## src/rtl/ram_protocol_monitor.sv

```systemverilog
// Protocol monitor for the single-port RAM command interface.
// Taps rx_valid/din/tx_valid/dout and flags command-ordering errors,
// late or spurious read responses and a non-zero dout after reset.
//
// Rules (err_vec bit / err_code value):
//   R0 | wr-addr not followed by wr-data
//   R1 | rd-addr not followed by rd-data
//   R2 | read response (tx_valid) missing within TX_LAT cycles
//   R3 | tx_valid with no read pending
//   R4 | dout non-zero at the first edge after reset release
//
// Sequence FSM states:
//   state   | meaning
//   EXP_ANY | no pending pairing, any command legal
//   EXP_WD  | wr-addr seen, expecting wr-data (01)
//   EXP_RD  | rd-addr seen, expecting rd-data (11)

module ram_protocol_monitor #(
    parameter int DIN_W  = 10,
    parameter int DOUT_W = 8,
    parameter int TX_LAT = 1,
    parameter int CNT_W  = 8
) (
    input  logic              clk,
    input  logic              rst_n,
    input  logic              rx_valid,
    input  logic [DIN_W-1:0]  din,
    input  logic              tx_valid,
    input  logic [DOUT_W-1:0] dout,
    input  logic              err_clr,
    output logic              err_flag,
    output logic [4:0]        err_vec,
    output logic [2:0]        err_code,
    output logic [CNT_W-1:0]  err_count,
    output logic              rd_pending
);

    typedef enum logic [1:0] {
        EXP_ANY = 2'd0,
        EXP_WD  = 2'd1,
        EXP_RD  = 2'd2
    } seq_state_t;

    localparam logic [1:0] CMD_WA = 2'b00;
    localparam logic [1:0] CMD_WD = 2'b01;
    localparam logic [1:0] CMD_RA = 2'b10;
    localparam logic [1:0] CMD_RD = 2'b11;

    localparam logic [3:0]       TX_LAT_L = 4'(TX_LAT);
    localparam logic [CNT_W-1:0] CNT_MAX  = {CNT_W{1'b1}};

    seq_state_t       seq_state;
    seq_state_t       seq_next;
    logic [1:0]       cmd;
    logic             rd_accept;
    logic             r0_hit;
    logic             r1_hit;
    logic             r2_hit;
    logic             r3_hit;
    logic             r4_hit;
    logic [4:0]       viol;
    logic             any_viol;
    logic [3:0]       lat_cnt;
    logic [3:0]       lat_cnt_nxt;
    logic             pend_nxt;
    logic             first_cyc;
    logic             din_unused;

    assign cmd        = din[DIN_W-1 -: 2];
    assign rd_accept  = rx_valid && (cmd == CMD_RD);
    assign din_unused = ^din[DIN_W-3:0];

    // Lowest-index rule wins when several fire in the same cycle.
    function automatic logic [2:0] first_rule(input logic [4:0] v);
        logic [2:0] idx;
        idx = 3'd0;
        for (int i = 4; i >= 0; i--) begin
            if (v[i]) idx = 3'(i);
        end
        return idx;
    endfunction

    // Re-decode of a command as if no pairing were outstanding.
    function automatic seq_state_t decode_any(input logic [1:0] c);
        seq_state_t s;
        case (c)
            CMD_WA:  s = EXP_WD;
            CMD_RA:  s = EXP_RD;
            default: s = EXP_ANY;
        endcase
        return s;
    endfunction

    // Sequence FSM state register.
    always_ff @(posedge clk or negedge rst_n) begin
        if (!rst_n) seq_state <= EXP_ANY;
        else        seq_state <= seq_next;
    end

    // Sequence FSM next state and ordering violations.
    always_comb begin
        seq_next = seq_state;
        r0_hit   = 1'b0;
        r1_hit   = 1'b0;
        if (rx_valid) begin
            case (seq_state)
                EXP_WD: begin
                    if (cmd == CMD_WD) seq_next = EXP_ANY;
                    else begin
                        r0_hit   = 1'b1;
                        seq_next = decode_any(cmd);
                    end
                end
                EXP_RD: begin
                    if (cmd == CMD_RD) seq_next = EXP_ANY;
                    else begin
                        r1_hit   = 1'b1;
                        seq_next = decode_any(cmd);
                    end
                end
                default: seq_next = decode_any(cmd);
            endcase
        end
    end

    // Read-response tracker: down-counter, timeout when the count would hit zero.
    always_comb begin
        pend_nxt    = rd_pending;
        lat_cnt_nxt = lat_cnt;
        r2_hit      = 1'b0;
        r3_hit      = 1'b0;
        if (rd_pending) begin
            if (tx_valid) begin
                pend_nxt    = 1'b0;
                lat_cnt_nxt = 4'd0;
            end else if (lat_cnt <= 4'd1) begin
                pend_nxt    = 1'b0;
                lat_cnt_nxt = 4'd0;
                r2_hit      = 1'b1;
            end else begin
                lat_cnt_nxt = lat_cnt - 4'd1;
            end
        end else if (tx_valid) begin
            r3_hit = 1'b1;
        end
        // A new read while the old one is still unanswered abandons the old one.
        if (rd_accept) begin
            if (rd_pending && !tx_valid) r2_hit = 1'b1;
            pend_nxt    = 1'b1;
            lat_cnt_nxt = TX_LAT_L;
        end
    end

    // Tracker registers.
    always_ff @(posedge clk or negedge rst_n) begin
        if (!rst_n) begin
            rd_pending <= 1'b0;
            lat_cnt    <= 4'd0;
        end else begin
            rd_pending <= pend_nxt;
            lat_cnt    <= lat_cnt_nxt;
        end
    end

    // First edge after reset release checks that the RAM output is cleared.
    always_ff @(posedge clk or negedge rst_n) begin
        if (!rst_n) first_cyc <= 1'b1;
        else        first_cyc <= 1'b0;
    end

    assign r4_hit   = first_cyc && (dout != '0);
    assign viol     = {r4_hit, r3_hit, r2_hit, r1_hit, r0_hit};
    assign any_viol = |viol;

    // Sticky error state; a violation in a clear cycle becomes the new first error.
    always_ff @(posedge clk or negedge rst_n) begin
        if (!rst_n) begin
            err_vec   <= 5'd0;
            err_code  <= 3'd0;
            err_count <= '0;
        end else if (err_clr) begin
            err_vec   <= viol;
            err_code  <= any_viol ? first_rule(viol) : 3'd0;
            err_count <= any_viol ? CNT_W'(1) : '0;
        end else begin
            err_vec <= err_vec | viol;
            if (any_viol && (err_vec == 5'd0)) err_code <= first_rule(viol);
            if (any_viol && (err_count != CNT_MAX)) err_count <= err_count + CNT_W'(1);
        end
    end

    assign err_flag = |err_vec;

endmodule

```

## config.mk

```make
export PLATFORM = sky130hd
export DESIGN_NAME = ram_protocol_monitor
export DESIGN_NICKNAME = d
export VERILOG_FILES = /design/src/rtl/ram_protocol_monitor.sv
export SDC_FILE = /design/constraint.sdc
export NUM_CORES = 1
export LEC_CHECK = 0
export CORE_MARGIN = 10
export CORE_UTILIZATION = 49
export CTS_CLUSTER_DIAMETER = 150
export DETAILED_ROUTE_END_ITERATION = 7
export PLACE_DENSITY = 0.88
export SLEW_MARGIN = 20
export SYNTH_ARGS = -nofsm -noshare
export SYNTH_HDL_FRONTEND = slang
export SYNTH_SLANG_ARGS = --single-unit
```

## constraint.sdc

```tcl
create_clock -name clk -period 3.56 [get_ports clk]
set_input_delay 1.068 -clock clk [delete_from_list [all_inputs] [get_ports clk]]
set_output_delay 1.068 -clock clk [all_outputs]
set_load 0.01 [all_outputs]
```

==> results.yml <==
power_and_ir_drop:
  p_seq_frac: 0.446
  p_comb_frac: 0.305
  swShare: 0.309
  p_per_area_nw_per_um2: 481
  ir_worst_vdd_v: 0.000332
  p_clk_frac: 0.249
  p_int_uw: 559
  switchingPower_uw: 250
  p_leak_uw: 0.000731
layout:
  finalInstanceArea_um2: 1680
  drive_gt1_frac: 0.108
  final_cells: 196
  antenna_cells: 0
  num-fill-cells: 214
  multiInputGateArea_um2: 617
  final-seq-area_um2: 602
  nNetsFinal: 193
  area_growth_pct: 32.3
  layout_common_cells: "clkdlybuf4s50_1, dfrtp_1, nor2_1"
  final_common_cell: "clkdlybuf4s50_1"
floorplanning:
  die_area_um2: 5030
  dieWidth_um: 70.9
  start_util: 0.513
  rows: 18
  ios: 41
  die_y_um: 70.9
  core-area_um2: 2480
synthesis:
  yosys_most_used_dff: "dfrtp_1"
  synth-seq-cells: 24
  yosysWarningCount: 0
  synthesis.area_um2: 1270
  synth_edf_count: 0
  synth.distinct_cells: 39
  synth_area_leaders: "dfrtp_1, mux2_2, nor2_1"
  synth_largest_area_cell: "dfrtp_1"
  netlist_instances: 130
  synth.top_cell.area_share: 0.453
  synthArstFlopShare: 1.00
  synth_area_per_cell_um2: 9.78
  synth_fp_nets: 156
  seq_area_frac_synth: 0.473
sta:
  setup_viol_count_final: 0
  rsz0062_at_grt: "false"
  final.period_utilization: 0.811
  timing.hold.ws_ns: 0.524
  slew_violations: 0
  fin_skew_ns: 0.00629
  fmax_ghz: 0.346
  fin_crit_ns: 2.89
  setup-tns-final_ns: 0
  finalWorstSetupSlack_ns: 0.671
  maxSlewHeadroom: 0.614
  worst_pin_slew_ns: 0.577
  hold_viol: 0
clocking:
  cts_setup_buffers: 0
  insertion_delay_ns: 0.33
  cts_resized: 0
  cts_tree: "built"
  holdBufCountCts: 0
  clockBufferDepth: 2
  clock-root-buffer: "clkbuf_4"
  cts_buffers: 3
  clock_sinks: 24
  cts_max_level: 1
  clk_transition_reported_paths_ns: 0.13
min_path:
  hold_start: "err_code[2]"
  min_to: "err_code[2]"
  hold_class: "reg2reg"
  whs_path_depth: 1
global_routing:
  track_usage: 0.117
  antenna_found_initial: 0
  grt_start_max_net_pins: 25
  first_global_vias: 1132
  grt_overflow: 0
  grt_pass1_wl_um: 4990
place:
  dpl-instance-area_um2: 1630
  hpwl_um: 2230
  place_congestion: 0.809
  place_ws_ns: 0.327
  portBuffers: 32
  dp_cells: 192
critical_path:
  r2r_end: "err_code[2]"
  r2r_slack_ns: 1.33
  cp.buffers_inverters: 1
  cp_slowest_stage_delay_ns: 0.50
  crit_family: "compound AO/OA/AOI/OAI gates"
  path_cells: "clkdlybuf4s50_1 > nand3_1 > o31ai_1 > a21boi_2 > nand2_4 > a31oi_4 > mux2_2"
  critPathCaptureType: "register"
  arrival_ns: 3.11
  r2r_cells: 8
  path_max_fanout: 9
  critPathSlowestCell: "clkdlybuf4s50_1"
  cp.required_ns: 3.78
  r2r-start: "lat_cnt[0]"
  critPathKind: "in2reg"
  cp-start-kind: "input port"
drt:
  routedWlPerCell_um: 14.7
  wl_met2_um: 1450
  drcViolationCount: 0
  dr.pass1.iters: 4
  met3RoutedLength_um: 205
  drt_iter0_markers: 114
  wl_um: 2890
  drtAntennaViolNets: 0
  routed.top_layer: "met4"
  wl_met1_um: 1190
  vias: 1092
  vias_per_cell: 5.57
job:
  cap_violations: 0
status:
  status: "completed"
-- worst reg2reg max path, delay by kind of cell, from the launching register on --
kind	cells	cell delay (ns)
compound gates	3	0.81
mux	1	0.36
simple gates	2	0.23
buf+inv	1	0.08
fa+ha+maj	1	0.23
flops	1	0.41
-- registers in the layout (all words and copies together) (netlist names) --
name and cells:
err_count 8, err_vec 5, lat_cnt 4, err_code 3
seq_state 2, first_cyc 1, rd_pending 1
-- worst max path at each step --
stage                   from     endpoint  slack (ns)  cells past startpoint
floorplan            dout[5]  err_code[0]        0.77                      7
global placement     dout[5]  err_code[2]        0.33                      7
detailed placement   dout[5]  err_code[1]        0.33                      7
CTS                  dout[5]  err_code[2]        0.67                      7
global route         dout[5]  err_code[2]        0.59                      7
finish              rx_valid  err_code[2]        0.67                      7
-- kinds of logic (layout without fill, tap and decap cells) --
| logic type | count (synthesis) | after routing | share of synthesized area |
|---|---|---|---|
| flip-flops | 24 | 24 | 0.473 |
| adder cells (fa/ha/maj) | 3 | 3 | 0.0295 |
| multiplexers | 6 | 6 | 0.0522 |
| other | 1 | 1 | 0.00295 |
| XOR/XNOR | 4 | 4 | 0.0276 |
| buffers and inverters | 12 | 48 | 0.0413 |
| AO/OA/AOI/OAI | 29 | 29 | 0.153 |
| AND/OR/NAND/NOR | 51 | 51 | 0.220 |
-- routing by layer --
metal / vias up / track usage
met1: 523 / 0.128
met4: 0 / 0.0387
li1: 527 / -
met2: 37 / 0.207
met5: - / 0
met3: 5 / 0.0363
-- power by group through the flow --
stage | Clock (µW) | Combinational, µW | Sequential [µW]
floorplan | 0 | 136 | 367
global placement | 0 | 236 | 362
detailed placement | 0 | 247 | 366
CTS | 204 | 250 | 360
global route | 217 | 274 | 369
finish | 201 | 247 | 360
-- stage by stage --
step,util,power (µW)
3_5_place_dp,0.658,613
4_1_cts,0.679,813
5_1_grt,0.679,861
3_3_place_gp,0.658,598
2_1_floorplan,-,503
6_report,0.679,808
-- synthesized netlist by cell type (all sizes together), types with 4 or more instances --
master / instances
xnor2: 4
nor2: 13
nand4: 5
dfrtp: 23
a21oi: 9
mux2: 5
nor2b: 4
nand3: 4
nand2: 7
o21ai: 8
inv: 10
-- area by class of cell --
cell class | instances | area share
clock buffers | 3 | 0.0134
clock inverters | 1 | 0.0179
inverters | 10 | 0.0223
multi-input cells | 94 | 0.367
flip-flops and latches | 24 | 0.358
well taps | 30 | 0.0223
repair buffers | 34 | 0.199
Note: power is estimated with default switching activity, not from simulation.
